$ cat config.mk
export PLATFORM = sky130hd
export DESIGN_NAME = md_byte_packer
export DESIGN_NICKNAME = d
export VERILOG_FILES = /design/src/rtl/md_pkg.sv /design/src/rtl/md_byte_extract.sv /design/src/rtl/md_byte_packer.sv
export SDC_FILE = /design/constraint.sdc
export NUM_CORES = 1
export LEC_CHECK = 0
export ABC_AREA = 1
export CAP_MARGIN = 10
export CELL_PAD_IN_SITES_DETAIL_PLACEMENT = 0
export CELL_PAD_IN_SITES_GLOBAL_PLACEMENT = 1
export CORE_AREA = 5 5 144 146
export CTS_CLUSTER_SIZE = 16
export DETAILED_ROUTE_END_ITERATION = 6
export DIE_AREA = 0 0 149 151
export GPL_ROUTABILITY_DRIVEN = 0
export PLACE_DENSITY = 0.77
export SETUP_SLACK_MARGIN = 0.02
export SYNTH_ARGS = -nofsm -noshare
export SYNTH_HDL_FRONTEND = slang
export SYNTH_HIERARCHICAL = 1
export SYNTH_SLANG_ARGS = --single-unit
$ cat constraint.sdc
create_clock -name clk -period 2.51 [get_ports clk]
set_input_delay 0.251 -clock clk [delete_from_list [all_inputs] [get_ports clk]]
set_output_delay 0.251 -clock clk [all_outputs]
set_load 0.005 [all_outputs]
$ cat src/rtl/md_pkg.sv
// Shared constants, types and helpers for the MD byte packer slice.
package md_pkg;

    localparam int unsigned MD_DW = 32;
    localparam int unsigned MD_NB = MD_DW / 8;
    localparam int unsigned MD_OW = $clog2(MD_NB);
    localparam int unsigned MD_SW = $clog2(MD_NB) + 1;

    typedef logic [MD_OW-1:0] md_offset_t;
    typedef logic [MD_SW-1:0] md_size_t;

    typedef enum logic {IDLE, FLUSH_PEND} flush_state_e;

    // A transfer must carry at least one byte and must not run past the word end.
    function automatic logic md_legal(int unsigned offset, int unsigned size, int unsigned nb);
        return (size != 0) && (offset + size <= nb);
    endfunction

endpackage

$ cat src/rtl/md_byte_extract.sv
// Right-aligns the valid bytes of an MD transfer and zeroes everything above size.
module md_byte_extract #(
    parameter int unsigned DATA_WIDTH = 32,
    localparam int unsigned NB = DATA_WIDTH / 8,
    localparam int unsigned OW = $clog2(NB),
    localparam int unsigned SW = OW + 1
) (
    input  logic [DATA_WIDTH-1:0] data,
    input  logic [OW-1:0]         offset,
    input  logic [SW-1:0]         size,
    output logic [DATA_WIDTH-1:0] payload
);

    logic [DATA_WIDTH-1:0] shifted;

    assign shifted = data >> {offset, 3'b000};

    always_comb begin
        payload = '0;
        for (int i = 0; i < NB; i++) begin
            payload[i*8 +: 8] = (SW'(i) < size) ? shifted[i*8 +: 8] : 8'h00;
        end
    end

endmodule

$ cat src/rtl/md_byte_packer.sv
// Packs valid MD bytes contiguously into full words; flush emits a partial word with keep.
module md_byte_packer
    import md_pkg::*;
#(
    parameter int unsigned ALGN_DATA_WIDTH = MD_DW,
    localparam int unsigned W  = ALGN_DATA_WIDTH,
    localparam int unsigned NB = W / 8,
    localparam int unsigned OW = $clog2(NB),
    localparam int unsigned SW = OW + 1
) (
    input  logic          clk,
    input  logic          reset_n,
    input  logic          md_valid,
    input  logic [W-1:0]  md_data,
    input  logic [OW-1:0] md_offset,
    input  logic [SW-1:0] md_size,
    output logic          md_ready,
    output logic          md_err,
    input  logic          flush,
    output logic          flush_busy,
    output logic          out_valid,
    output logic [W-1:0]  out_data,
    output logic [NB-1:0] out_keep,
    input  logic          out_ready,
    output logic [7:0]    err_cnt
);

    localparam logic [SW:0] NB_N = (SW+1)'(NB);

    flush_state_e  state_q, state_d;
    logic [2*W-1:0] acc_q, acc_d;
    logic [SW-1:0] cnt_q, cnt_d;
    logic          out_valid_q, out_valid_d;
    logic [W-1:0]  out_data_q, out_data_d;
    logic [NB-1:0] out_keep_q, out_keep_d;
    logic [7:0]    err_cnt_q, err_cnt_d;

    logic [W-1:0]   payload;
    logic [2*W-1:0] merged;
    logic [SW:0]    n, n_rem;
    logic [NB-1:0]  flush_keep;
    logic           legal, stall, accept, flush_fire;

    md_byte_extract #(
        .DATA_WIDTH(W)
    ) u_extract (
        .data   (md_data),
        .offset (md_offset),
        .size   (md_size),
        .payload(payload)
    );

    assign legal    = md_legal(32'(md_offset), 32'(md_size), NB);
    assign stall    = out_valid_q && !out_ready;
    assign md_ready = !stall && !flush_busy;
    assign md_err   = md_valid && !legal;
    assign accept   = md_valid && md_ready;

    // acc bytes at and above cnt are always zero, so OR-ing in the new payload is enough.
    assign merged = acc_q | ({{W{1'b0}}, payload} << {cnt_q, 3'b000});
    assign n      = {1'b0, cnt_q} + {1'b0, md_size};
    assign n_rem  = n - NB_N;

    always_comb begin
        flush_keep = '0;
        for (int i = 0; i < NB; i++) begin
            flush_keep[i] = SW'(i) < cnt_q;
        end
    end

    // Flush FSM: state register / next state / outputs.
    always_ff @(posedge clk or negedge reset_n) begin
        if (!reset_n) begin
            state_q <= IDLE;
        end else begin
            state_q <= state_d;
        end
    end

    always_comb begin
        state_d = state_q;
        unique case (state_q)
            IDLE:       if (flush)  state_d = FLUSH_PEND;
            FLUSH_PEND: if (!stall) state_d = IDLE;
            default:    state_d = IDLE;
        endcase
    end

    always_comb begin
        flush_busy = (state_q == FLUSH_PEND);
        flush_fire = flush_busy && !stall;
    end

    // Accept and flush are exclusive: md_ready is low whenever a flush is pending.
    always_comb begin
        acc_d       = acc_q;
        cnt_d       = cnt_q;
        out_valid_d = out_valid_q && !out_ready;
        out_data_d  = out_data_q;
        out_keep_d  = out_keep_q;
        err_cnt_d   = err_cnt_q;
        if (accept) begin
            if (!legal) begin
                if (err_cnt_q != 8'hFF) err_cnt_d = err_cnt_q + 8'd1;
            end else if (n >= NB_N) begin
                out_valid_d = 1'b1;
                out_data_d  = merged[W-1:0];
                out_keep_d  = '1;
                acc_d       = merged >> W;
                cnt_d       = n_rem[SW-1:0];
            end else begin
                acc_d = merged;
                cnt_d = n[SW-1:0];
            end
        end else if (flush_fire && (cnt_q != '0)) begin
            out_valid_d = 1'b1;
            out_data_d  = acc_q[W-1:0];
            out_keep_d  = flush_keep;
            acc_d       = '0;
            cnt_d       = '0;
        end
    end

    always_ff @(posedge clk or negedge reset_n) begin
        if (!reset_n) begin
            acc_q       <= '0;
            cnt_q       <= '0;
            out_valid_q <= 1'b0;
            out_data_q  <= '0;
            out_keep_q  <= '0;
            err_cnt_q   <= '0;
        end else begin
            acc_q       <= acc_d;
            cnt_q       <= cnt_d;
            out_valid_q <= out_valid_d;
            out_data_q  <= out_data_d;
            out_keep_q  <= out_keep_d;
            err_cnt_q   <= err_cnt_d;
        end
    end

    assign out_valid = out_valid_q;
    assign out_data  = out_data_q;
    assign out_keep  = out_keep_q;
    assign err_cnt   = err_cnt_q;

endmodule
# Yosys cells after proc, flatten, opt, wreduce, memory -nomap -nowiden
# Index checks and enable logic that the tools add are counted.
# word_totals
ff_bits	113
input_bits	42
output_inout_bits	48
wordCells	73
# op_classes
addsub	4
order_cmp	10
n_eq_ne	3
n_shift	2
n_mux	27
n_bitwise	3
reduce_logical	17
# op_table
cell	n
64-bit two-way mux	4
32-bit two-way mux	4
64-bit OR	1
32-bit by 6-bit left shift with 64-bit output	1
8-bit two-way mux	4
32-bit by 5-bit right shift with 32-bit output	1
4-bit two-way mux	4
1-bit by 3-bit less-than comparator with 1-bit output, first input constant	4
2-bit by 3-bit less-than comparator with 1-bit output, first input constant	4
3-bit two-way mux	4
8-bit by 1-bit adder with 8-bit output, second input constant	1
8-bit inequality test, second input constant	1
1-bit logical AND	7
1-bit two-way mux	6
3-bit AND reduction	2
3-bit nonzero test	2
2-bit by 3-bit adder with 4-bit output	1
3-bit by 3-bit adder with 4-bit output	1
4-bit by 3-bit greater-or-equal comparator with 1-bit output, second input constant	1
4-bit by 3-bit less-or-equal comparator with 1-bit output, second input constant	1
1-bit zero test	4
3-bit subtractor, second input constant	1
2-bit by 1-bit inequality test with 1-bit output, second input constant	1
2-bit inequality test, second input constant	1
4 further kinds	5

# Logic depth before layout (Yosys ltp)
# depth
ltp_word	7
depth_mapped	15
depth_no_buf	13

# Cells and area by module
# Netlist, hierarchy kept.
# by_module_without_submodules
module	instances	cells_each	area_per_inst_um2
md_byte_packer	1	984	6799.0
md_byte_extract	1	180	780.7

# Worst setup path before layout
# No wires, ideal clock.
# synth_path
path_kind	reg-to-reg
from	register cnt_q[0]
to	register out_data_q[22], in the netlist out_data[22]
setup_time_ns	0.123
t_arrival_ns	1.844
required_ns	2.387
setup_slack_ns	0.543
path_stages_with_launch	10
path_buffers	2
period_less_slack_ns	1.967
cell_sequence	dfrtp_1 -> ha_1 -> fa_1 -> xor2_2 -> nor2_4 -> nand2_2 -> nand2_2 -> buf_6 -> buf_6 -> o21ai_2
# synth_via
elab_chain_cells	5
word_cells_on_any_way	12
# synth_rtl
item	line	text
start, declared	md_byte_packer.sv:32	logic [SW-1:0] cnt_q, cnt_d;
start signal, assigned	md_byte_packer.sv:134	cnt_q <= cnt_d;
branches (longest 5 deep; another with 3-bit by 3-bit adder with 4-bit output)	n/a	
end signal, assigned	md_byte_packer.sv:136	out_data_q <= out_data_d;
end, declared	md_byte_packer.sv:34	logic [W-1:0] out_data_q, out_data_d;
# Several ways; the timed one is not identified. The select of a mux whose other input is x is not followed.
# A chain may end at the register's enable or synchronous reset.

# Final worst setup path
# layout_path
from	input md_size[0]
to	output md_err
# layout_via
elab_chain_cells	5
word_cells_on_any_way	6
# layout_rtl
item	line	text
start, declared	md_byte_packer.sv:16	input logic [SW-1:0] md_size,
2-bit by 3-bit adder with 4-bit output	md_pkg.sv:16	return (size != 0) && (offset + size <= nb);
4-bit by 3-bit less-or-equal comparator with 1-bit output	md_pkg.sv:16	
1-bit logical AND *	md_pkg.sv:16	
1-bit zero test *	n/a	
1-bit logical AND *	md_byte_packer.sv:56	assign md_err = md_valid && !legal;
end, declared	md_byte_packer.sv:18	output logic md_err,
# Every way passes the cells marked *; elsewhere a longest branch is shown, timed or not.

==> impl_metrics.json <==
{
  "outcome": "finished, final reports clean",
  "multiInputGateArea_mm2": 0.00400,
  "grt_use_total_pct": 21.6,
  "endpoint_kind": "primary output",
  "hpwl_um": 17700,
  "finalSetupViolations": 0,
  "wire_per_inst_um": 15.3,
  "io_pins": 90,
  "cts.sinks": 113,
  "cts_buffer_depth": 2,
  "start_kind": "input pin",
  "path_clk_slew_ps": 50,
  "grt_first_pass_wirelength_um": 38200,
  "worstPathMaxFanout": 3,
  "num-nets-final": 1319,
  "worst_pin_slew_ps": 743,
  "cp_num_buf_inv": 3,
  "skew_ps": 6.21,
  "grt_pass1_vias": 7367,
  "min_period_ps": 2250,
  "diodes": 0,
  "grt_start_max_net_pins": 54,
  "syn_nets": 1214,
  "initial_core_util_pct": 39.3,
  "worstSkewPairLatency_ps": 420,
  "synth.distinct_cells": 34,
  "crit_arrival_ps": 2000,
  "vias": 7553,
  "power.static_leakage_nw": 5.01,
  "slew_viol_final": 0,
  "totalWireLength_um": 23600,
  "postCtsSetupRepairBufs": 0,
  "synth_area_mm2": 0.00758,
  "ant_nets": 0,
  "synth_edf_count": 0,
  "cts_tree": "yes",
  "synthCells": 1164,
  "ir_drop_uv": 547,
  "synthArstFlopShare_pct": 100,
  "cts_htree_levels": 4,
  "slew_headroom_pct": 50.5,
  "cts-root-buf": "clkbuf_16",
  "critPathKind": "in -> out",
  "antenna_found_initial": 0,
  "slowest_delay_ps": 510,
  "io_buffer_count": 89,
  "cp_cell_sequence": "clkdlybuf4s50_1 -> ha_1 -> inv_1 -> fa_1 -> nand2_1 -> nand3_1 -> a21oi_1 -> dlygate4sd2_1",
  "maxCapViolCount": 0,
  "drc": 0,
  "critPathRequiredTime_ps": 2260,
  "die_y_um": 151,
  "seq_area_frac_synth_pct": 37.3,
  "avgSynthCellArea_um2": 6.51,
  "area_delta_synth_final_pct": 25.4,
  "postPlaceCellArea_mm2": 0.00893,
  "seq_area_mm2": 0.00283,
  "nFillCells": 2014,
  "drt_first_pass_iters": 6,
  "core-area_mm2": 0.0193,
  "ys_ff_latch": 113,
  "hold_class": "in -> reg",
  "die_w_um": 149,
  "ys_warn_count": 6,
  "ys.flop_type": "dfrtp_1",
  "worst_path_max_delay_cell": "clkdlybuf4s50_1",
  "hold_viol_final": 0,
  "p_per_area_mw_per_mm2": 1080,
  "crit_family": "buffers and inverters",
  "final_area_mm2": 0.00950,
  "fmax_mhz": 445,
  "drive_gt1_share_pct": 10.3,
  "vias_per_cell": 4.90,
  "overflow": 0,
  "period_share_pct": 89.6,
  "dieArea_mm2": 0.0225,
  "cts_buffers": 17,
  "fp-row-count": 51,
  "drt_first_iter_violations": 591,
  "fin_setup_tns_ps": 0,
  "rsz0062_at_grt": "false"
}
-- stage by stage --
step	total power (W)	std cells	setup slack (ps)	util [%]	hold slack (ps)
floorplan	0.00589	1164	543	-	-44.6
global route	0.0111	1543	116	49.3	450
CTS	0.0104	1543	245	49.3	414
global placement	0.00790	1514	-107	46.4	351
detailed placement	0.00795	1514	-86.5	46.4	353
finish	0.0103	1543	262	49.3	418
-- synthesized netlist by cell type, drive strengths merged (2+ instances only) --
library cell  count  area share, %
nor2            102            5.5
and2              8           0.66
buf              58            5.2
ha                6           0.99
nand2           518             26
xnor2             6           0.69
a21oi            40            2.7
inv              90            4.5
o21ai            66            5.2
o211ai            2           0.20
clkbuf            4           0.20
nand3           144            9.5
dfrtp           113             37
fa                2           0.53
-- tightest hold or removal path, stage by stage --
cell and delay (ps):
clkdlybuf4s50_1 400, nor2_1 90, nor2_1 50
-- kinds of logic after synthesis --
| family | Yosys count | share of synthesized area, % |
|---|---|---|
| adders and majority gates | 8 | 1.52 |
| buffers and inverters | 153 | 9.99 |
| and+or+nand+nor | 774 | 42.2 |
| xor gates and xnor gates | 7 | 0.908 |
| DFF | 113 | 37.3 |
| AOI/OAI and AO/OA | 109 | 8.12 |
-- state kept, by name, indices dropped and copies added (netlist names) --
register	count
acc_q	64
cnt_q	3
err_cnt	8
flush_busy	1
out_data	32
out_keep	4
out_valid	1
-- timing repair --
| action | in CTS | in global routing |
|---|---|---|
| resized for setup | 1 | 0 |
| endpoints found under the hold margin | 49 | 0 |
| setup endpoints to repair | 1 | 0 |
| hold buffers | 1 | 0 |
-- worst paths after layout --
kind / startpoint / to / slack [ps] / cells after the start
max: md_size[0] / md_err / 260 / 8
min: flush / flush_busy / 420 / 3
max reg2reg: cnt_q[0] / acc_q[13] / 320 / 10
min reg2reg: out_keep[0] / out_keep[0] / 460 / 2
max in group asynchronous: reset_n / out_data[20] / 1390 / 3
min in group asynchronous: reset_n / out_data[27] / 430 / 2
-- layout by cell type, fill, tap and decap left out, types with 3 or more instances in the layout --
master | netlist | routed
nand2_2 | 17 | 16
dfrtp_1 | 113 | 113
bufinv_16 | 0 | 3
a21oi_1 | 39 | 39
o21ai_1 | 26 | 26
clkbuf_16 | 0 | 17
xnor2_1 | 6 | 6
inv_2 | 6 | 6
nand2_1 | 500 | 500
o21ai_2 | 13 | 13
buf_4 | 4 | 51
inv_1 | 83 | 83
o21ai_0 | 26 | 26
nor2_1 | 97 | 97
ha_1 | 6 | 6
clkbuf_1 | 4 | 3
buf_12 | 1 | 8
clkdlybuf4s50_1 | 0 | 87
and2_1 | 8 | 8
nand3_1 | 144 | 144
clkinv_2 | 0 | 3
-- routing by layer --
metal  vias to the layer above  share of wire [%]  global-route usage [%]
li1                       3851                  -                       -
met1                      3472                 45                    28.6
met2                       194                 48                    35.8
met3                        36                5.0                    4.16
met4                         0                2.5                    7.37
met5                         -                  0                       0
-- where the power goes --
part | total, W | switching, W | internal [W]
clock network | 0.00239 | 0.000833 | 0.00156
registers | 0.00267 | 0.000306 | 0.00236
logic | 0.00524 | 0.00320 | 0.00204
-- area by class of cell --
| class | instances | share of cell area [%] |
|---|---|---|
| sequential | 113 | 29.8 |
| timing repair buffer | 148 | 15.1 |
| tap | 265 | 3.49 |
| inverter | 91 | 3.67 |
| clock inverter | 7 | 1.18 |
| clock buffer | 21 | 4.74 |
| multi-input combinational | 898 | 42.1 |
No activity file was read; power rests on OpenSTA's default activity.
